--- src/rtl/keypad_pkg.sv ---
// keypad_pkg
// Shared definitions for the 4x4 matrix-keypad scanner:
//   - state_e      : scanner FSM states (SCAN, DEBOUNCE, HELD)
//   - COL_IDLE     : column pattern seen when no key is pressed
//   - rowDrive()   : one-cold active-low row drive for a row index
//   - patValid()   : true when exactly one column line is pulled low
//   - colIndex()   : position of the single low column line
//   - keyMap()     : hex code for a (row, column) key position
package keypad_pkg;

    typedef enum logic [1:0] {
        SCAN     = 2'd0,
        DEBOUNCE = 2'd1,
        HELD     = 2'd2
    } state_e;

    localparam logic [3:0] COL_IDLE = 4'b1111;

    // Key codes packed as nibbles, index {row, col}; nibble 0 is row 0 col 0.
    // Rows read left to right: 1 2 3 A / 4 5 6 B / 7 8 9 C / 0 F E D.
    localparam logic [63:0] KEY_MAP = 64'hDEF0_C987_B654_A321;

    function automatic logic [3:0] rowDrive(input logic [1:0] r);
        logic [3:0] drive;
        case (r)
            2'd0:    drive = 4'b1110;
            2'd1:    drive = 4'b1101;
            2'd2:    drive = 4'b1011;
            default: drive = 4'b0111;
        endcase
        return drive;
    endfunction

    function automatic logic patValid(input logic [3:0] cols);
        logic ok;
        case (cols)
            4'b1110, 4'b1101, 4'b1011, 4'b0111: ok = 1'b1;
            default:                            ok = 1'b0;
        endcase
        return ok;
    endfunction

    function automatic logic [1:0] colIndex(input logic [3:0] cols);
        logic [1:0] idx;
        case (cols)
            4'b1101: idx = 2'd1;
            4'b1011: idx = 2'd2;
            4'b0111: idx = 2'd3;
            default: idx = 2'd0;
        endcase
        return idx;
    endfunction

    function automatic logic [3:0] keyMap(input logic [1:0] r, input logic [1:0] c);
        logic [5:0] base;
        base = {r, c, 2'b00};
        return KEY_MAP[base +: 4];
    endfunction

endpackage

--- src/rtl/sync_2ff.sv ---
// sync_2ff
// Two-flop synchronizer for a bus of independent level signals that are
// asynchronous to clk. Resets to all-ones so that idle (pulled-up) inputs
// look inactive while reset is applied.
//   clk      : system clock
//   reset_n  : asynchronous active-low reset
//   d_i      : asynchronous input bus
//   q_o      : synchronized copy of d_i, two clk cycles late
module sync_2ff #(
    parameter int WIDTH = 4
) (
    input  logic             clk,
    input  logic             reset_n,
    input  logic [WIDTH-1:0] d_i,
    output logic [WIDTH-1:0] q_o
);

    logic [WIDTH-1:0] meta_q;
    logic [WIDTH-1:0] sync_q;

    // First stage may go metastable; second stage gives it a full cycle
    // to resolve before anything downstream looks at it.
    always_ff @(posedge clk or negedge reset_n) begin
        if (!reset_n) begin
            meta_q <= '1;
            sync_q <= '1;
        end else begin
            meta_q <= d_i;
            sync_q <= meta_q;
        end
    end

    assign q_o = sync_q;

endmodule

--- src/rtl/keypad_scanner.sv ---
// keypad_scanner
// Scans a 4x4 matrix keypad one active-low row at a time, debounces a
// single pressed key and reports its hex code.
//   clk       : system clock
//   reset_n   : asynchronous active-low reset
//   col_n     : keypad columns, active-low, asynchronous to clk
//   row_n     : one-cold active-low row drive
//   key_code  : hex code of the last accepted key, held until the next one
//   key_valid : one-cycle pulse when a press is accepted
//   key_down  : high from accept until the release is accepted
// Parameters:
//   DIV_BITS  : row dwell is 2^DIV_BITS cycles (3..24)
//   DEB_CNT   : matching samples needed for press and for release (1..15)
module keypad_scanner
    import keypad_pkg::*;
#(
    parameter int DIV_BITS = 16,
    parameter int DEB_CNT  = 4
) (
    input  logic       clk,
    input  logic       reset_n,
    input  logic [3:0] col_n,
    output logic [3:0] row_n,
    output logic [3:0] key_code,
    output logic       key_valid,
    output logic       key_down
);

    localparam logic [3:0] DEB_TARGET = 4'(DEB_CNT);

    logic [3:0]          colS;
    logic [DIV_BITS-1:0] cnt_q;
    logic [DIV_BITS-1:0] cnt_d;
    logic                samplePoint;

    state_e     state_q;
    logic [1:0] row_q;
    logic [3:0] pat_q;
    logic [3:0] deb_q;
    logic [3:0] deb_d;
    logic [3:0] rel_q;
    logic [3:0] rel_d;
    logic [3:0] code_q;
    logic       valid_q;
    logic       down_q;
    logic       doAccept;

    sync_2ff #(
        .WIDTH (4)
    ) u_colSync (
        .clk     (clk),
        .reset_n (reset_n),
        .d_i     (col_n),
        .q_o     (colS)
    );

    // Dwell counter runs in every state; its all-ones cycle is the only
    // moment the FSM looks at the columns, long after the row change has
    // propagated through the synchronizer.
    assign cnt_d       = cnt_q + DIV_BITS'(1);
    assign samplePoint = &cnt_q;

    always_ff @(posedge clk or negedge reset_n) begin
        if (!reset_n) begin
            cnt_q <= '0;
        end else begin
            cnt_q <= cnt_d;
        end
    end

    // Candidate debounce/release counts for this sample point.
    assign deb_d = deb_q + 4'd1;
    assign rel_d = rel_q + 4'd1;

    // A press is accepted either on first sight when one sample suffices,
    // or when the debounce count reaches its target on an unchanged pattern.
    always_comb begin
        doAccept = 1'b0;
        if (samplePoint) begin
            if (state_q == SCAN) begin
                doAccept = patValid(colS) && (DEB_TARGET == 4'd1);
            end else if (state_q == DEBOUNCE) begin
                doAccept = (colS == pat_q) && (deb_d == DEB_TARGET);
            end
        end
    end

    // Scanner FSM with registered outputs. The row index stays frozen from
    // first detection until the key is released (or the debounce fails),
    // so only the detected key's row is driven meanwhile.
    always_ff @(posedge clk or negedge reset_n) begin
        if (!reset_n) begin
            state_q <= SCAN;
            row_q   <= 2'd0;
            pat_q   <= COL_IDLE;
            deb_q   <= 4'd0;
            rel_q   <= 4'd0;
            code_q  <= 4'h0;
            valid_q <= 1'b0;
            down_q  <= 1'b0;
        end else begin
            valid_q <= doAccept;
            if (doAccept) begin
                code_q  <= keyMap(row_q, colIndex(colS));
                down_q  <= 1'b1;
                rel_q   <= 4'd0;
                state_q <= HELD;
                if (state_q == SCAN) begin
                    pat_q <= colS;
                    deb_q <= 4'd1;
                end else begin
                    deb_q <= deb_d;
                end
            end else if (samplePoint) begin
                unique case (state_q)
                    SCAN: begin
                        if (patValid(colS)) begin
                            pat_q   <= colS;
                            deb_q   <= 4'd1;
                            state_q <= DEBOUNCE;
                        end else begin
                            row_q <= row_q + 2'd1;
                        end
                    end
                    DEBOUNCE: begin
                        if (colS == pat_q) begin
                            deb_q <= deb_d;
                        end else begin
                            deb_q   <= 4'd0;
                            row_q   <= row_q + 2'd1;
                            state_q <= SCAN;
                        end
                    end
                    HELD: begin
                        if (colS == COL_IDLE) begin
                            rel_q <= rel_d;
                            if (rel_d == DEB_TARGET) begin
                                down_q  <= 1'b0;
                                row_q   <= row_q + 2'd1;
                                state_q <= SCAN;
                            end
                        end else begin
                            rel_q <= 4'd0;
                        end
                    end
                    default: begin
                        state_q <= SCAN;
                    end
                endcase
            end
        end
    end

    assign row_n     = rowDrive(row_q);
    assign key_code  = code_q;
    assign key_valid = valid_q;
    assign key_down  = down_q;

endmodule

--- config.mk ---
export PLATFORM = sky130hd
export DESIGN_NAME = keypad_scanner
export DESIGN_NICKNAME = d
export VERILOG_FILES = /design/src/rtl/keypad_pkg.sv /design/src/rtl/sync_2ff.sv /design/src/rtl/keypad_scanner.sv
export SDC_FILE = /design/constraint.sdc
export NUM_CORES = 1
export LEC_CHECK = 0
export ABC_AREA = 1
export CAP_MARGIN = 25
export CORE_MARGIN = 5
export CORE_UTILIZATION = 63
export CTS_CLUSTER_DIAMETER = 200
export CTS_CLUSTER_SIZE = 28
export DETAILED_ROUTE_END_ITERATION = 7
export HOLD_SLACK_MARGIN = 0.15
export PLACE_DENSITY = 0.84
export SLEW_MARGIN = 10
export SYNTH_ARGS = -nofsm -noshare
export SYNTH_HDL_FRONTEND = slang
export SYNTH_SLANG_ARGS = --single-unit
--- constraint.sdc ---
create_clock -name clk -period 2.6 [get_ports clk]
set_input_delay 0.52 -clock clk [delete_from_list [all_inputs] [get_ports clk]]
set_output_delay 0.52 -clock clk [all_outputs]
set_load 0.05 [all_outputs]
==> flow_summary.toml <==
[run_status]
status = "finished, final reports clean"

[critical_path]
crit_path_max_fanout = 7
slowest_stage = "clkdlybuf4s50_1"
r2r-end = "key_code[1]"
path_depth = 4
path_buf_inv = 3
r2r-start = "u_colSync.q_o[1]"
critical-path-max-stage-delay_ps = 790
rrSetupSlack_ps = 830
startpoint_type = "flop"
path_cells = "inv_1 -> ha_1 -> inv_1 -> clkdlybuf4s50_1"
cp_common_cell = "inv_1"
reg2reg_depth = 8
end_kind = "output pin"
crit_type = "flop to output pin"
cp_top_family = "buffers and inverters"
cp_data_arrival_time_ps = 1980
crit_end = "row_n[0]"
cp-startpoint = "row_q[0]"
required_ps = 2080

[sta]
setup_viol = 0
rsz0062_at_grt = "no"
fin_skew_ps = 8.11
final_max_slew_viol_count = 0
whs_ps = 196
slew_headroom = 0.638
max_clock_freq_ghz = 0.400
tightest_slew_ps = 544
finalCritPeriodShare = 0.961
fin_tns_setup_ps = 0
min_period_ps = 2500
finalHoldViolations = 0

[clock_network]
cts-root-buf = "clkbuf_8"
cts-resized-gates = 0
post-cts-setup-buffers = 0
cts_inserted_buffers = 5
postCtsHoldBufs = 0
cts_num_sinks = 46
htreeDepth = 2
clk_pin_slew_worst_paths_ps = 80
cts_tree = "built"
clock_latency_ps = 300
cts_buffer_depth = 2

[synthesis]
netlist_top_cells_area = "dfrtp_1, dfstp_2, nand2_1, inv_1, ha_1"
netlist_instances = 294
avgSynthCellArea_sq_um = 8.50
ys_ff_latch = 46
synth_edf_count = 0
synthFlopType = "dfrtp_1"
ys_seq_area_frac = 0.466
synth_warnings = 0
yosysUniqueCellTypes = 26
yosys.area.top_type_share = 0.340
netlist_area_sq_mm = 0.00250
synth_nets = 311
yosys.area.top_type = "dfrtp_1"
yosysMostFrequentCell = "nand2_1"
yosys-top-cells-count = "nand2_1, inv_1, dfrtp_1, nor2_1, nand3_1"
async_flop_share = 1.00

[die]
start_util = 0.668
die_width_um = 73.0
fp.coreArea_sq_mm = 0.00374
io_pins = 16
dieHeight_um = 73.0
num_rows = 22
die_area_sq_mm = 0.00533

[detailed_routing]
wl_per_cell_um = 11.8
remaining_drc_errors = 0
dr.pass1.iters = 4
ant_nets = 0
first_iter_violations = 87
avgViaCountPerCell = 5.13
num_vias = 1882
wl_um = 4340

[grt]
grt_usage = 0.189
grt_max_degree = 27
antenna_found_initial = 0
grt_pass1_vias = 1890
overflow = 0
grt_pass1_wl_um = 7870

[final_layout]
synthToLayoutAreaGrowth_pct = 12.5
layout.cells.non_filler = 367
final_cell_area_sq_mm = 0.00281
num_antenna_cells = 0
drive_gt1_frac = 0.169
final_nets = 335

[placed_design]
gp_congestion = 0.884
placed_area_sq_mm = 0.00272
io_buffers = 15
dp_cells = 359
dp_hpwl_um = 3390

[power]
leakage_nw = 1.41
power_density_mw_per_mm2 = 435
power_mw = 1.22
irDropWorstVdd_mv = 0.398

[min_path]
hold_path_class = "primary input to asynchronous set/reset pin"

[job]
cap_violations = 0
==> cells by family (layout without fill, tap and decap cells) <==
family / Yosys count / after routing / synth area share
buffers and inverters: 48 / 73 / 0.0721
AOI/OAI and AO/OA: 22 / 22 / 0.0465
xor gates and xnor gates: 14 / 14 / 0.0491
and+or+nand+nor: 153 / 153 / 0.311
DFF: 46 / 46 / 0.466
adders and majority gates: 11 / 11 / 0.0551
==> per-stage QoR <==
stage / util / worst slack (ps)
3_3_place_gp: 0.727 / 481
3_5_place_dp: 0.727 / 424
2_1_floorplan: - / 1010
4_1_cts: 0.751 / 89.4
6_report: 0.751 / 101
5_1_grt: 0.751 / 20.1
==> power breakdown <==
part	total [mW]	internal, mW	switching [mW]
Clock	0.440	0.214	0.226
Sequential	0.731	0.727	0.00427
Combinational	0.0516	0.0170	0.0346
Total	1.22	0.958	0.265
==> worst min-delay path by stage <==
stage / endpoint / cells after the start
after floorplan: cnt_q[0] / 0
after global placement: u_colSync.q_o[3] / 0
after detailed placement: u_colSync.q_o[3] / 0
after CTS: cnt_q[2] / 1
after global routing: cnt_q[2] / 1
final: cnt_q[2] / 1
==> cells in the final DEF (no fill, tap or decap), types with 3 or more instances in the layout <==
master and count:
clkbuf_8 6, clkdlybuf4s50_1 14, dfrtp_1 34, dfstp_2 12, ha_1 11, inv_1 40, inv_2 8, nand2_1 73
nand2_2 6, nand3_1 18, nand3_2 3, nand4_1 10, nor2_1 23, nor2_4 7, nor3_1 5, o21ai_0 8
o21ai_1 9, xnor2_1 3, xor2_1 11
==> worst register-to-register path, cell delays in order (launching register included) <==
cell	delay, ps
dfstp_2	580
nand2_1	120
inv_1	70
nand3_1	160
ha_1	350
nand2_1	50
a21oi_1	140
a31oi_1	50
a21oi_1	160
==> sequential cells by signal, summed over array words and instances, names as in the netlist <==
signal            flops
row_q                 2
key_valid             1
u_colSync.q_o         4
cnt_q                16
rel_q                 4
deb_q                 4
key_down              1
u_colSync.meta_q      4
key_code              4
state_q               2
pat_q                 4
==> area by class of cell <==
class                           instances  area (sq um)
Fill cell                             300           932
Clock inverter                          1          5.00
Inverter                               48           180
Multi-Input combinational cell        200          1150
Sequential cell                        46          1170
Clock buffer                            7          86.3
Tap cell                               48          60.1
Timing Repair Buffer                   17           160
==> routing by layer <==
layer  vias to the layer above  wire (um)  track usage
met3                         8        146       0.0510
met5                         -          0            0
met1                       872       1930        0.228
met4                         0         75       0.0717
li1                        971          -            -
met2                        31       2190        0.320
Power figures use the tool's default switching activity.
